===== config.mk =====
export PLATFORM = sky130hd
export DESIGN_NAME = bsg_manycore_sdr_upstream_tx
export DESIGN_NICKNAME = d
export VERILOG_FILES = /design/src/rtl/bsg_manycore_sdr_upstream_tx.sv
export SDC_FILE = /design/constraint.sdc
export NUM_CORES = 1
export LEC_CHECK = 0
export ABC_CLOCK_PERIOD_IN_PS = 7800
export BUFFER_PORTS_ARGS = -buffer_cell sky130_fd_sc_hd__buf_4
export CAP_MARGIN = 10
export CORE_MARGIN = 4
export CORE_UTILIZATION = 50
export CTS_CLUSTER_SIZE = 28
export DETAILED_ROUTE_END_ITERATION = 8
export GPL_TIMING_DRIVEN = 0
export HOLD_SLACK_MARGIN = 0.02
export PLACE_DENSITY = 0.81
export SKIP_CTS_REPAIR_TIMING = 1
export SLEW_MARGIN = 20
export SYNTH_ARGS = -nofsm -noshare
export SYNTH_HDL_FRONTEND = slang
export SYNTH_SLANG_ARGS = --single-unit

===== constraint.sdc =====
create_clock -name clk_i -period 7.8 [get_ports clk_i]
set_input_delay 0.39 -clock clk_i [delete_from_list [all_inputs] [get_ports clk_i]]
set_output_delay 0.39 -clock clk_i [all_outputs]
set_load 0.03 [all_outputs]

===== src/rtl/bsg_manycore_sdr_upstream_tx.sv =====
// ---------------------------------------------------------------------------
// bsg_manycore_sdr_upstream_tx
//
// Transmit end of one SDR link channel (fwd or rev). Packets arrive from the
// core on a valid/ready_and interface and leave on registered link valid/data
// wires. Sending is gated by a credit counter. The counter starts at the
// receiver FIFO depth and loses one credit per packet sent. It gains
// 2^lg_credit_to_token_decimation_p credits for every rising edge the
// receiver drives on the token wire. Link and core share clk_i.
//
// Parameters
//   width_p                          packet width
//   lg_fifo_depth_p                  log2 of receiver FIFO depth (max credits)
//   lg_credit_to_token_decimation_p  log2 of credits returned per token edge
//                                    (must be <= lg_fifo_depth_p)
//
// Ports
//   clk_i           in   clock shared by core and link
//   reset_i         in   synchronous, active-high reset
//   disable_i       in   blocks sending; token edges are still counted
//   data_i          in   core packet
//   v_i             in   core packet valid
//   ready_and_o     out  transmitter can accept (credits left, enabled)
//   link_data_o     out  registered link data (holds when idle)
//   link_v_o        out  registered link valid
//   link_token_i    in   token wire from receiver, one token per 0->1 edge
//   credit_count_o  out  current credit count, 0..2^lg_fifo_depth_p
//   overflow_o      out  sticky: credits would have exceeded the maximum
// ---------------------------------------------------------------------------

module bsg_manycore_sdr_upstream_tx
  #(parameter int width_p                         = 8
  , parameter int lg_fifo_depth_p                 = 3
  , parameter int lg_credit_to_token_decimation_p = 1
  )
  ( input  logic                       clk_i
  , input  logic                       reset_i
  , input  logic                       disable_i

  , input  logic [width_p-1:0]         data_i
  , input  logic                       v_i
  , output logic                       ready_and_o

  , output logic [width_p-1:0]         link_data_o
  , output logic                       link_v_o
  , input  logic                       link_token_i

  , output logic [lg_fifo_depth_p:0]   credit_count_o
  , output logic                       overflow_o
  );

    localparam int cw_lp = lg_fifo_depth_p + 1;
    // One extra bit so a full counter plus a token return cannot wrap.
    localparam int ew_lp = lg_fifo_depth_p + 2;

    localparam logic [ew_lp-1:0] max_credits_lp = ew_lp'(1) << lg_fifo_depth_p;
    localparam logic [ew_lp-1:0] token_inc_lp   = ew_lp'(1) << lg_credit_to_token_decimation_p;

    logic [cw_lp-1:0]   credits_r;
    logic               overflow_r;
    logic               link_v_r;
    logic [width_p-1:0] link_data_r;
    logic               tok_r1;
    logic               tok_r2;

    logic               send;
    logic               token_edge;
    logic [ew_lp-1:0]   credits_sum;
    logic               credits_over;

    // ready_and_o never looks at v_i, so the core can wait on it safely.
    assign ready_and_o = (credits_r != '0) & ~disable_i & ~reset_i;
    assign send        = v_i & ready_and_o;
    assign token_edge  = tok_r1 & ~tok_r2;

    // send is only possible with credits_r != 0, so the subtraction never
    // underflows; the widened sum exposes any excess above the FIFO depth.
    assign credits_sum  = {1'b0, credits_r}
                        - ew_lp'(send)
                        + (token_edge ? token_inc_lp : '0);
    assign credits_over = (credits_sum > max_credits_lp);

    always_ff @(posedge clk_i) begin
        if (reset_i) begin
            // Both synchronizer stages load the live wire so that a token
            // held high across reset release does not look like an edge.
            tok_r1 <= link_token_i;
            tok_r2 <= link_token_i;
        end else begin
            tok_r1 <= link_token_i;
            tok_r2 <= tok_r1;
        end
    end

    always_ff @(posedge clk_i) begin
        if (reset_i) begin
            credits_r  <= max_credits_lp[cw_lp-1:0];
            overflow_r <= 1'b0;
        end else if (credits_over) begin
            credits_r  <= max_credits_lp[cw_lp-1:0];
            overflow_r <= 1'b1;
        end else begin
            credits_r  <= credits_sum[cw_lp-1:0];
        end
    end

    always_ff @(posedge clk_i) begin
        if (reset_i) begin
            link_v_r    <= 1'b0;
            link_data_r <= '0;
        end else begin
            link_v_r <= send;
            if (send)
                link_data_r <= data_i;
        end
    end

    assign link_v_o       = link_v_r;
    assign link_data_o    = link_data_r;
    assign credit_count_o = credits_r;
    assign overflow_o     = overflow_r;

endmodule


==> Flow_metrics.wiki, run 1 <==
{| class="wikitable"
! Metric !! Value
|-
| Result of the run || complete, no violations
|-
| Synthesized-area fraction occupied by and/or/nand/nor cells || 22.8%
|-
| Floorplan die width || 47.1 um
|-
| Number of global-route vias before repair || 572
|-
| Share of the synthesized area in the top cell type || 42.0%
|-
| Initial Util || 55.9%
|-
| Global-route wire length before repair || 2.36 mm
|-
| H-tree level count || 1
|-
| Detail Placement HPWL || 1.15 mm
|-
| Final sum of negative setup slack || 0 ns
|-
| Power Dens Cells || 291 nW/um^2
|-
| Cells taking the most area after synthesis || sky130_fd_sc_hd__dfxtp_1, sky130_fd_sc_hd__mux2_2, sky130_fd_sc_hd__ha_1
|-
| Setup violation total in the final timing report || 0
|-
| Clock-pin slew on the worst setup and hold paths || 0.09 ns
|-
| Slowest cell on crit path || sky130_fd_sc_hd__nor4b_4
|-
| Count of TritonRoute iterations in the first routing pass || 4
|-
| Count of antenna diodes in the layout || 0
|-
| Classification of the worst-slack hold path || in2reg
|-
| Remaining antenna violation count || 0
|-
| Vias || 609
|-
| Post-route DRC violation count || 0
|-
| Syn nets || 90
|-
| Cell row count || 13
|-
| Synthesis-to-finish area growth || 33.8%
|-
| Part of the Yosys area used for sequential elements || 42.0%
|-
| Global placement routability congestion || 0.697
|-
| CTS tree || built
|-
| Clock period minus final worst setup slack || 3.06 ns
|-
| Required @ worst endpoint || 7.96 ns
|-
| Initial detailed-routing violation count || 5
|-
| Most common cell after layout, fill and taps aside || sky130_fd_sc_hd__buf_4
|-
| RSZ-0062 raised after global routing || no
|-
| Number of antenna violations at the first check in global routing || 0
|-
| GR Util All Layers || 15.0%
|-
| Total wire length after detailed routing || 1.40 mm
|-
| Total instance count after detailed placement || 112
|-
| Max-cap violations || 0
|-
| Element type at the critical path end || register
|-
| Combinational family with the most area after synthesis || simple AND/OR/NAND/NOR gates
|-
| Area fraction in compound gates after synthesis || 3.44%
|-
| Number of cells produced by synthesis || 70
|-
| Number of hold violations in the final report || 0
|-
| Placeable Area || 1370 sq um
|-
| Max VDD drop || 0.201 mV
|-
| Period Utilization, post-route || 39.3%
|-
| Clock tree buffer depth || 2
|-
| Avg Vias per Cell || 5.25
|-
| Share of post-route cells with drive strength above 1 || 42.6%
|-
| Max incr delay on CP || 0.54 ns
|-
| Post-route non-filler standard cell count || 116
|-
| Highest-count cells in the layout ignoring fill and taps || sky130_fd_sc_hd__buf_4, sky130_fd_sc_hd__dfxtp_1, sky130_fd_sc_hd__inv_1, sky130_fd_sc_hd__mux2_2, sky130_fd_sc_hd__nor2b_1
|-
| Cell accounting for the most synthesized area || sky130_fd_sc_hd__dfxtp_1
|-
| Largest fanout of any net on the critical path || 9
|-
| Xor-xnor portion of the synthesized cell area || 1.15%
|-
| Measured slew at the worst slew-check pin || 0.740 ns
|-
| Synthesized-area fraction occupied by adder cells || 12.5%
|-
| Synth cell types || 23
|-
| Count of pins on the block boundary || 28
|-
| CTS sink count || 16
|-
| Post-synthesis mux area share || 13.3%
|-
| Die height || 47.1 um
|-
| Number of CTS-inserted buffers || 3
|-
| Fin. max-slew vios || 0
|-
| CP Cell Sequence || inv_1 > ha_1 > nor3b_1 > nor4b_4 > ha_1 > inv_1 > ha_1 > and3b_1 > o31a_1 > or4_1
|-
| Pin count of the biggest net entering global routing || 11
|-
| Worst clock skew || 0.00102 ns
|-
| Cell repeated most along the worst path || sky130_fd_sc_hd__ha_1
|-
| Area of the die || 2220 sq um
|-
| FF+latch count, synth || 16
|-
| Arrival time at the worst endpoint || 3.22 ns
|-
| Normalized max-slew margin || 50.2%
|-
| Routed length per placed instance || 12.1 um
|-
| Clock insertion delay at the later pin of the skew report || 0.28 ns
|-
| Input/output buffers || 27
|-
| Average instance area after synthesis || 10.9 sq um
|-
| Netlist Area Pre-Place || 763 sq um
|-
| Root cell of the clock tree || sky130_fd_sc_hd__clkbuf_4
|-
| Final #Nets || 122
|-
| Sort of element at the start of the critical path || register
|-
| GRT Residual Overflow || 0
|-
| Syn. warnings || 0
|-
| Kind of critical path || reg2reg
|-
| Peak Freq || 327 MHz
|-
| Leak Pwr || 0.495 nW
|}
## cells by family after synthesis
kind of cell,count (synthesis)
AO/OA/AOI/OAI,3
XOR/XNOR,1
adder cells (fa/ha/maj),7
buffers and inverters,10
flip-flops,16
multiplexers,9
AND/OR/NAND/NOR,24
## worst paths after layout
kind / start / endpoint / slack [ns] / cells after the start
worst min-delay path: link_token_i / tok_r1 / 0.22 / 1
worst min register to register: tok_r1 / tok_r2 / 0.49 / 1
worst max register to register: credit_count_o[2] / credit_count_o[3] / 4.74 / 10
worst max-delay path: credit_count_o[2] / credit_count_o[3] / 4.74 / 10
## synthesized netlist by cell type
cell type / count
sky130_fd_sc_hd__o31a_2: 1
sky130_fd_sc_hd__or4_1: 1
sky130_fd_sc_hd__fa_1: 1
sky130_fd_sc_hd__nor4b_4: 1
sky130_fd_sc_hd__nand3b_1: 1
sky130_fd_sc_hd__nor4b_1: 1
sky130_fd_sc_hd__ha_1: 6
sky130_fd_sc_hd__dfxtp_1: 16
sky130_fd_sc_hd__nor3b_1: 1
sky130_fd_sc_hd__mux2_2: 9
sky130_fd_sc_hd__nor2b_1: 8
sky130_fd_sc_hd__nor3_1: 3
sky130_fd_sc_hd__a21o_1: 1
sky130_fd_sc_hd__nand2b_1: 1
sky130_fd_sc_hd__and2b_4: 1
sky130_fd_sc_hd__clkbuf_1: 1
sky130_fd_sc_hd__xor2_1: 1
sky130_fd_sc_hd__o31a_1: 1
sky130_fd_sc_hd__or3_1: 2
sky130_fd_sc_hd__inv_1: 9
sky130_fd_sc_hd__and3b_1: 1
sky130_fd_sc_hd__nand2_1: 1
sky130_fd_sc_hd__nor4_1: 2
## metal layers
metal | routed length [um] | part of all wire, % | track usage (%)
met5 | 0 | 0 | 0
met2 | 682 | 49 | 24.7
met1 | 611 | 44 | 18.6
met3 | 94 | 6.7 | 3.45
met4 | 12 | 0.86 | 6.63
## worst max-delay path: cells and delay by family, from the launching register on
| family | cells | cell delay (ns) |
|---|---|---|
| compound gates | 1 | 0.34 |
| fa+ha+maj | 3 | 0.63 |
| buf+inv | 2 | 0.14 |
| simple gates | 4 | 1.42 |
| flops | 1 | 0.42 |
## where the power goes
part | total, mW | internal [mW] | switching (mW)
Combinational | 0.139 | 0.0624 | 0.0766
Clock | 0.0535 | 0.0284 | 0.0252
Sequential | 0.105 | 0.0951 | 0.00943
Total | 0.297 | 0.186 | 0.111
## layout make-up
type,instances,area [sq um]
sequential,16,320
timing repair buffer,27,203
tap,15,18.8
fill,112,345
clock buffer,4,36.3
multi-input combinational,44,405
buffer,1,3.75
inverter,9,33.8
## through the flow
stage          setup slack (ns)  util [%]  hold WS [ns]  power, mW  area [sq um]
3_5_place_dp               4.71      72.1         0.472      0.246           985
3_3_place_gp               4.73      72.1         0.476      0.243           985
5_1_grt                    4.48      74.7         0.190      0.323          1020
2_1_floorplan              4.77         -         0.418      0.204           763
6_report                   4.74      74.7         0.216      0.297          1020
4_1_cts                    4.70      74.7         0.208      0.301          1020
## sequential cells by signal, summed over array words and instances, names as in the netlist
| name | count |
|---|---|
| link_v_o | 1 |
| overflow_o | 1 |
| credit_count_o | 4 |
| tok_r2 | 1 |
| link_data_o | 8 |
| tok_r1 | 1 |
No activity file was read; power rests on OpenSTA's default activity.
==> run 2, diff against run 1 <==
--- a/config.mk
+++ b/config.mk
@@ -5,16 +5,17 @@
 export SDC_FILE = /design/constraint.sdc
 export NUM_CORES = 1
 export LEC_CHECK = 0
-export ABC_CLOCK_PERIOD_IN_PS = 7800
+export ABC_AREA = 1
+export ABC_CLOCK_PERIOD_IN_PS = 2900
 export BUFFER_PORTS_ARGS = -buffer_cell sky130_fd_sc_hd__buf_4
 export CAP_MARGIN = 10
 export CORE_MARGIN = 4
-export CORE_UTILIZATION = 50
+export CORE_UTILIZATION = 46
 export CTS_CLUSTER_SIZE = 28
 export DETAILED_ROUTE_END_ITERATION = 8
 export GPL_TIMING_DRIVEN = 0
 export HOLD_SLACK_MARGIN = 0.02
-export PLACE_DENSITY = 0.81
+export PLACE_DENSITY = 0.76
 export SKIP_CTS_REPAIR_TIMING = 1
 export SLEW_MARGIN = 20
 export SYNTH_ARGS = -nofsm -noshare
==> constraint.sdc (replaced) <==
create_clock -name clk_i -period 2.9 [get_ports clk_i]
set_input_delay 0.145 -clock clk_i [delete_from_list [all_inputs] [get_ports clk_i]]
set_output_delay 0.145 -clock clk_i [all_outputs]
set_load 0.03 [all_outputs]
==> run 2 against run 1 <==
Sequential cell count unchanged; setup slack worse by 4.3 ns; synthesized area down 3.6%; via count up 10%; hold slack worse by 0.11 ns; clock power up 110%; register-to-register slack worse by 4.3 ns; critical path type unchanged; critical endpoint is now credit_count_o[2].
==> Flow_metrics.wiki, run 2 <==
{| class="wikitable"
! Metric !! Value
|-
| Power Dens Cells || 744 nW/um^2 (was 291 nW/um^2)
|-
| Highest-count cells in the layout ignoring fill and taps || sky130_fd_sc_hd__nand2_1, sky130_fd_sc_hd__buf_4, sky130_fd_sc_hd__inv_1 (was sky130_fd_sc_hd__buf_4, sky130_fd_sc_hd__dfxtp_1, sky130_fd_sc_hd__inv_1, sky130_fd_sc_hd__mux2_2, sky130_fd_sc_hd__nor2b_1)
|-
| Max-cap violations || 0 (unchanged)
|-
| Final sum of negative setup slack || 0 ns (unchanged)
|-
| Number of enable flip-flop cells after synthesis || 0 (unchanged)
|-
| Max VDD drop || 0.361 mV (was 0.201 mV)
|-
| Part of the Yosys area used for sequential elements || 43.5% (was 42.0%)
|-
| Avg Vias per Cell || 4.80 (was 5.25)
|-
| Cell accounting for the most synthesized area || sky130_fd_sc_hd__dfxtp_1 (unchanged)
|-
| Largest fanout of any net on the critical path || 10 (was 9)
|-
| Setup WS post-layout || 0.456 ns (was 4.74 ns)
|-
| Worst clock skew || 0.00857 ns (was 0.00102 ns)
|-
| Total wire length after detailed routing || 1.51 mm (was 1.40 mm)
|-
| RSZ-0062 raised after global routing || no (unchanged)
|-
| Netlist Area Pre-Place || 736 sq um (was 763 sq um)
|-
| Top post-synthesis cells by count || sky130_fd_sc_hd__nand2_1, sky130_fd_sc_hd__inv_1, sky130_fd_sc_hd__dfxtp_1 (was sky130_fd_sc_hd__dfxtp_1, sky130_fd_sc_hd__inv_1, sky130_fd_sc_hd__mux2_2)
|-
| Result of the run || complete, no violations (unchanged)
|-
| Classification of the worst-slack hold path || in2reg (unchanged)
|-
| Leak Pwr || 0.513 nW (was 0.495 nW)
|-
| Final #Nets || 146 (was 122)
|-
| H-tree level count || 1 (unchanged)
|-
| Area of the die || 2300 sq um (was 2220 sq um)
|-
| Pin count of the biggest net entering global routing || 11 (unchanged)
|-
| Worst hold path startpoint || data_i[7] (was link_token_i)
|-
| Initial Util || 48.8% (was 55.9%)
|-
| Count of cells along the worst hold path || 3 (was 1)
|-
| Number of CTS-inserted buffers || 3 (unchanged)
|-
| Period Utilization, post-route || 84.3% (was 39.3%)
|-
| Root cell of the clock tree || sky130_fd_sc_hd__clkbuf_4 (unchanged)
|-
| Total instance count after detailed placement || 136 (was 112)
|-
| Post-route non-filler standard cell count || 140 (was 116)
|-
| Number of antenna violations at the first check in global routing || 0 (unchanged)
|-
| Fin. max-slew vios || 0 (unchanged)
|-
| Endpoint with the worst hold slack || link_data_o[7] (was tok_r1)
|-
| Global-route wire length before repair || 2.35 mm (was 2.36 mm)
|-
| Setup violation total in the final timing report || 0 (unchanged)
|-
| Asr flop ratio synth || 0% (unchanged)
|-
| Arrival time at the worst endpoint || 2.62 ns (was 3.22 ns)
|-
| Sort of element at the start of the critical path || register (unchanged)
|-
| Count of TritonRoute iterations in the first routing pass || 2 (was 4)
|-
| Flip-flop cell with the highest count after synthesis || sky130_fd_sc_hd__dfxtp_1 (unchanged)
|-
| Final hold slack || 0.106 ns (was 0.216 ns)
|-
| Clock insertion delay at the later pin of the skew report || 0.28 ns (about the same)
|-
| Normalized max-slew margin || 88.4% (was 50.2%)
|-
| Global placement routability congestion || 0.746 (was 0.697)
|-
| Worst reg-to-reg path cell count || 14 (was 10)
|-
| Cell with the most instances after synthesis || sky130_fd_sc_hd__nand2_1 (was sky130_fd_sc_hd__dfxtp_1)
|-
| Measured slew at the worst slew-check pin || 0.173 ns (was 0.740 ns)
|-
| Peak Freq || 409 MHz (was 327 MHz)
|-
| Number of global-route vias before repair || 582 (was 572)
|-
| Endpoint of the most critical register-to-register path || credit_count_o[2] (was credit_count_o[3])
|-
| Placeable Area || 1510 sq um (was 1370 sq um)
|-
| Clock-pin slew on the worst setup and hold paths || 0.09 ns (about the same)
|-
| Detail Placement HPWL || 1.23 mm (was 1.15 mm)
|-
| Share of post-route cells with drive strength above 1 || 29.8% (was 42.6%)
|-
| GR Util All Layers || 14.9% (was 15.0%)
|-
| Kind of critical path || reg2reg (unchanged)
|-
| Required @ worst endpoint || 3.07 ns (was 7.96 ns)
|-
| CTS sink count || 16 (unchanged)
|-
| Flip-flop count of the largest register, all copies and words added || 8 (unchanged)
|-
| Cell row count || 14 (was 13)
|-
| Number of cells produced by synthesis || 93 (was 70)
|-
| Syn. warnings || 0 (unchanged)
|-
| Worst-case register-to-register setup slack || 0.46 ns (was 4.74 ns)
|-
| Synth cell types || 18 (was 23)
|-
| CTS tree || built (unchanged)
|-
| Number of hold violations in the final report || 0 (unchanged)
|-
| Syn nets || 113 (was 90)
|-
| Post-placement worst setup slack || 0.442 ns (was 4.71 ns)
|-
| Count of antenna diodes in the layout || 0 (unchanged)
|-
| Filler cell count || 136 (was 112)
|-
| Die height || 48.0 um (was 47.1 um)
|-
| Input/output buffers || 27 (unchanged)
|-
| Synthesis-to-finish area growth || 34.7% (was 33.8%)
|-
| FF+latch count, synth || 16 (unchanged)
|-
| Clock tree buffer depth || 2 (unchanged)
|-
| Remaining antenna violation count || 0 (unchanged)
|-
| Count of pins on the block boundary || 28 (unchanged)
|-
| Share of the synthesized area in the top cell type || 43.5% (was 42.0%)
|-
| Cells taking the most area after synthesis || sky130_fd_sc_hd__dfxtp_1, sky130_fd_sc_hd__nand2_1, sky130_fd_sc_hd__ha_1 (was sky130_fd_sc_hd__dfxtp_1, sky130_fd_sc_hd__mux2_2, sky130_fd_sc_hd__ha_1)
|-
| Vias || 672 (was 609)
|-
| Finished Core Util || 65.8% (was 74.7%)
|-
| Startpoint of the worst-slack reg-to-reg timing path || credit_count_o[2] (unchanged)
|-
| GRT Residual Overflow || 0 (unchanged)
|-
| Post-route DRC violation count || 0 (unchanged)
|-
| Routed length per placed instance || 10.8 um (was 12.1 um)
|-
| Average instance area after synthesis || 7.91 sq um (was 10.9 sq um)
|-
| Element type at the critical path end || register (unchanged)
|-
| Clock period minus final worst setup slack || 2.44 ns (was 3.06 ns)
|-
| Floorplan die width || 48.0 um (was 47.1 um)
|-
| Initial detailed-routing violation count || 7 (was 5)
|}
-- run 2: cell types whose count changed in the layout (fill, tap and decap cells not counted), sizes merged, moves of 4 or more --
cell,previous run,this run
nand2,1,27
a21oi,0,8
nand3,0,4
inv,9,19
nor2,0,5
mux2,9,0
nor2b,8,0
-- run 2: worst max-delay path by stage --
stage                 startpoint           endpoint  slack [ns]  depth (start not counted)
2_1_floorplan  credit_count_o[2]  credit_count_o[0]        0.48                         14
3_3_place_gp   credit_count_o[2]  credit_count_o[1]        0.47                         14
3_5_place_dp   credit_count_o[2]  credit_count_o[2]        0.44                         14
4_1_cts        credit_count_o[2]  credit_count_o[2]        0.43                         14
5_1_grt        credit_count_o[2]  credit_count_o[2]        0.18                         14
6_report       credit_count_o[2]  credit_count_o[2]        0.46                         14
-- run 2: cell type report --
class / count / area (sq um) / share of cell area (%)
multi-input cells: 57 / 337 / 34.0
clock buffers: 3 / 22.5 / 2.27
inverters: 19 / 73.8 / 7.45
well taps: 16 / 20.0 / 2.02
repair buffers: 28 / 213 / 21.5
flip-flops and latches: 16 / 320 / 32.3
plain buffers: 1 / 5.00 / 0.505
-- run 2: metrics by stage --
stage | instance area, sq um | power (mW)
finish | 991 | 0.737
CTS | 981 | 0.750
floorplan | 736 | 0.525
detailed placement | 958 | 0.634
global placement | 958 | 0.619
global route | 991 | 0.807
-- run 2: critical path, cell delays in order (launching register included) --
cell	delay [ns]
sky130_fd_sc_hd__dfxtp_1	0.41
sky130_fd_sc_hd__inv_1	0.09
sky130_fd_sc_hd__ha_1	0.22
sky130_fd_sc_hd__nand3_2	0.11
sky130_fd_sc_hd__nand3_4	0.14
sky130_fd_sc_hd__inv_4	0.14
sky130_fd_sc_hd__ha_1	0.15
sky130_fd_sc_hd__inv_1	0.04
sky130_fd_sc_hd__ha_1	0.19
sky130_fd_sc_hd__inv_1	0.07
sky130_fd_sc_hd__fa_1	0.43
sky130_fd_sc_hd__nand3_1	0.10
sky130_fd_sc_hd__nand2_1	0.07
sky130_fd_sc_hd__nand4_1	0.14
sky130_fd_sc_hd__nor2_1	0.06
-- run 2: logic make-up (layout without fill, tap and decap cells) --
group,Yosys count,count (layout),share of synthesized area (%)
AOI/OAI and AO/OA,9,9,6.12
adders and majority gates,7,7,12.9
buffers and inverters,20,51,10.7
DFF,16,16,43.5
and+or+nand+nor,41,41,26.7
-- run 2: metal layers --
layer | track usage [%] | up-vias | wire (um)
met3 | 5.64 | 6 | 114
met4 | 8.06 | 0 | 29
li1 | - | 352 | -
met2 | 23.5 | 18 | 746
met5 | 0 | - | 0
met1 | 17.2 | 296 | 618
-- run 2: where the power goes --
part	internal [mW]	switching, mW
Sequential	0.251	0.0184
Combinational	0.139	0.216
Clock	0.0482	0.0651
==> run 3, diff against run 2 <==
--- a/config.mk
+++ b/config.mk
@@ -6,16 +6,16 @@
 export NUM_CORES = 1
 export LEC_CHECK = 0
 export ABC_AREA = 1
-export ABC_CLOCK_PERIOD_IN_PS = 2900
+export ABC_CLOCK_PERIOD_IN_PS = 2100
 export BUFFER_PORTS_ARGS = -buffer_cell sky130_fd_sc_hd__buf_4
 export CAP_MARGIN = 10
 export CORE_MARGIN = 4
-export CORE_UTILIZATION = 46
+export CORE_UTILIZATION = 42
 export CTS_CLUSTER_SIZE = 28
 export DETAILED_ROUTE_END_ITERATION = 8
 export GPL_TIMING_DRIVEN = 0
 export HOLD_SLACK_MARGIN = 0.02
-export PLACE_DENSITY = 0.76
+export PLACE_DENSITY = 0.73
 export SKIP_CTS_REPAIR_TIMING = 1
 export SLEW_MARGIN = 20
 export SYNTH_ARGS = -nofsm -noshare
==> constraint.sdc (replaced) <==
create_clock -name clk_i -period 2.1 [get_ports clk_i]
set_input_delay 0.105 -clock clk_i [delete_from_list [all_inputs] [get_ports clk_i]]
set_output_delay 0.105 -clock clk_i [all_outputs]
set_load 0.03 [all_outputs]
==> run 3 against run 2 <==
The run now ends with negative setup slack left; cell count up 7.1%; non-clock buffer count is 10 higher; critical path depth unchanged; power is 51% higher; clock-buffer cell count did not move; hold slack got worse by 0.031 ns; first-iteration DRC count is 43% higher; combinational power rose by 65%; via count increased by 3.0%; critical endpoint is now credit_count_o[0]; largest cell class unchanged; highest routed layer is now met3.
==> Flow_metrics.wiki, run 3 (same netlist as run 2, synthesis figures left out) <==
{| class="wikitable"
! Metric !! Value
|-
| Result of the run || complete, but fails checks (was complete, no violations)
|-
| Failing checks || negative setup slack
|-
| GRT Residual Overflow || 0 (unchanged)
|-
| CTS sink count || 16 (unchanged)
|-
| Post-route non-filler standard cell count || 150 (was 140)
|-
| Max incr delay on CP || 0.52 ns (was 0.43 ns)
|-
| Worst clock skew || 0.00530 ns (was 0.00857 ns)
|-
| Post-placement worst setup slack || -0.144 ns (was 0.442 ns)
|-
| Kind of critical path || reg2reg (unchanged)
|-
| Max-cap violations || 0 (unchanged)
|-
| Peak Freq || 463 MHz (was 409 MHz)
|-
| Clock share of power || 13.6% (was 15.4%)
|-
| Avg Vias per Cell || 4.61 (was 4.80)
|-
| Filler cell count || 131 (was 136)
|-
| Fin. max-slew vios || 0 (unchanged)
|-
| GR Util All Layers || 13.2% (was 14.9%)
|-
| Number of global-route vias before repair || 599 (was 582)
|-
| Area of the die || 2490 sq um (was 2300 sq um)
|-
| Pin count of the biggest net entering global routing || 11 (unchanged)
|-
| Period Utilization, post-route || 103% (was 84.3%)
|-
| Final hold slack || 0.0746 ns (was 0.106 ns)
|-
| Cell repeated most along the worst path || sky130_fd_sc_hd__ha_4
|-
| Global-route wire length before repair || 2.51 mm (was 2.35 mm)
|-
| Synthesis-to-finish area growth || 53.2% (was 34.7%)
|-
| Share of post-route cells with drive strength above 1 || 43.3% (was 29.8%)
|-
| Seq pwr share || 34.2% (was 36.6%)
|-
| Final #Nets || 156 (was 146)
|-
| Leak Pwr || 0.561 nW (was 0.513 nW)
|-
| Detail Placement HPWL || 1.27 mm (was 1.23 mm)
|-
| Internal Dissipation || 0.672 mW (was 0.438 mW)
|-
| Number of antenna violations at the first check in global routing || 0 (unchanged)
|-
| Cell area after placement || 1020 sq um (was 958 sq um)
|-
| Clock tree buffer depth || 2 (unchanged)
|-
| Placeable Area || 1580 sq um (was 1510 sq um)
|-
| Number of CTS-inserted buffers || 3 (unchanged)
|-
| Input/output buffers || 27 (unchanged)
|-
| CP Cell Sequence || inv_4 > ha_4 > nand3_4 > nand3_4 > inv_6 > ha_4 > inv_2 > ha_4 > inv_2 > fa_1 > nand3_1 > nand2_1 > nand4_1 > nor2_1 (was inv_1 > ha_1 > nand3_2 > nand3_4 > inv_4 > ha_1 > inv_1 > ha_1 > inv_1 > fa_1 > nand3_1 > nand2_1 > nand4_1 > nor2_1)
|-
| Initial Util || 46.7% (was 48.8%)
|-
| Arrival time at the worst endpoint || 2.37 ns (was 2.62 ns)
|-
| Clock-pin slew on the worst setup and hold paths || 0.09 ns (about the same)
|-
| Post-route DRC violation count || 0 (unchanged)
|-
| Clock period minus final worst setup slack || 2.16 ns (was 2.44 ns)
|-
| Floorplan die width || 49.9 um (was 48.0 um)
|-
| RSZ-0062 raised after global routing || yes (was no)
|-
| Most common cell after layout, fill and taps aside || sky130_fd_sc_hd__buf_4
|-
| Setup WS post-layout || -0.0602 ns (was 0.456 ns)
|-
| Sort of element at the start of the critical path || register (unchanged)
|-
| Max VDD drop || 0.822 mV (was 0.361 mV)
|-
| Clock insertion delay at the later pin of the skew report || 0.28 ns (about the same)
|-
| Normalized max-slew margin || 88.1% (was 88.4%)
|-
| Setup violation total in the final timing report || 3 (was 0)
|-
| Area taken by multi-input logic gates || 382 sq um (was 337 sq um)
|-
| Final sum of negative setup slack || -0.134 ns (was 0 ns)
|-
| Vias || 692 (was 672)
|-
| Required @ worst endpoint || 2.31 ns (was 3.07 ns)
|-
| Classification of the worst-slack hold path || in2reg (unchanged)
|-
| Root cell of the clock tree || sky130_fd_sc_hd__clkbuf_4 (unchanged)
|-
| Slowest cell on crit path || sky130_fd_sc_hd__fa_1 (unchanged)
|-
| Count of TritonRoute iterations in the first routing pass || 4 (was 2)
|-
| Total instance count after detailed placement || 136 (unchanged)
|-
| Flip-flop and latch area || 329 sq um (was 320 sq um)
|-
| Flip-flop count of the largest register, all copies and words added || 8 (unchanged)
|-
| Number of hold violations in the final report || 0 (unchanged)
|-
| Highest-count cells in the layout ignoring fill and taps || sky130_fd_sc_hd__buf_4, sky130_fd_sc_hd__nand2_1, sky130_fd_sc_hd__dfxtp_1 (was sky130_fd_sc_hd__nand2_1, sky130_fd_sc_hd__buf_4, sky130_fd_sc_hd__inv_1)
|-
| Measured slew at the worst slew-check pin || 0.179 ns (was 0.173 ns)
|-
| Remaining antenna violation count || 0 (unchanged)
|-
| Largest fanout of any net on the critical path || 4 (was 10)
|-
| Routed length per placed instance || 10.8 um (about the same)
|-
| Die height || 49.9 um (was 48.0 um)
|-
| Finished Cell Area || 1130 sq um (was 991 sq um)
|-
| Initial detailed-routing violation count || 10 (was 7)
|-
| Net switching component of the power || 0.444 mW (was 0.299 mW)
|-
| Count of pins on the block boundary || 28 (unchanged)
|-
| Total wire length after detailed routing || 1.62 mm (was 1.51 mm)
|-
| Count of antenna diodes in the layout || 0 (unchanged)
|-
| CTS tree || built (unchanged)
|-
| Global placement routability congestion || 0.708 (was 0.746)
|-
| Cell row count || 14 (unchanged)
|-
| Element type at the critical path end || register (unchanged)
|-
| Power Dens Cells || 990 nW/um^2 (was 744 nW/um^2)
|-
| Combinational power share || 52.2% (was 48.1%)
|-
| Fraction of power spent switching nets || 39.8% (was 40.6%)
|-
| H-tree level count || 1 (unchanged)
|}
## run 3: cell types whose count changed in the layout (fill, tap and decap cells not counted), sizes merged
cell	change
buf	+10
## run 3: final cells by class
class	count	share of cell area (%)
buffer	1	0.444
clock buffer	3	2.00
inverter	19	7.21
multi-input combinational	57	33.9
sequential	16	29.2
tap	16	1.78
timing repair buffer	38	25.5
## run 3: power by group through the flow
stage	registers [mW]	clock network [mW]	logic (mW)
detailed placement	0.390	0	0.537
global route	0.386	0.174	0.654
global placement	0.389	0	0.523
finish	0.381	0.152	0.583
CTS	0.383	0.159	0.539
floorplan	0.467	0	0.308
## run 3: per-stage QoR
| stage | total power [mW] | util, % |
|---|---|---|
| 2_1_floorplan | 0.775 | - |
| 3_3_place_gp | 0.913 | 64.5 |
| 3_5_place_dp | 0.927 | 64.5 |
| 4_1_cts | 1.08 | 66.0 |
| 5_1_grt | 1.21 | 71.5 |
| 6_report | 1.12 | 71.5 |
## run 3: worst paths after layout
path / slack, ns / cells past startpoint / startpoint / endpoint
worst max-delay path: -0.06 / 14 / credit_count_o[3] / credit_count_o[0]
worst max register to register: -0.06 / 14 / credit_count_o[3] / credit_count_o[0]
worst min register to register: 0.46 / 2 / tok_r1 / tok_r2
worst min-delay path: 0.07 / 3 / data_i[5] / link_data_o[5]
## run 3: critical path, delay by kind of cell, from the launching register on
| family | cells | cell delay [ns] |
|---|---|---|
| adder cells (fa/ha/maj) | 4 | 0.92 |
| AND/OR/NAND/NOR | 6 | 0.60 |
| flip-flops | 1 | 0.36 |
| buffers and inverters | 4 | 0.20 |
## run 3: routing by layer
layer	part of all wire, %	track usage [%]	vias up	wire, um
met5	0	0	-	0
met3	5.8	5.42	0	94
met2	50	22.9	17	807
met4	0	1.38	0	0
met1	44	15.5	302	714
li1	-	-	373	-
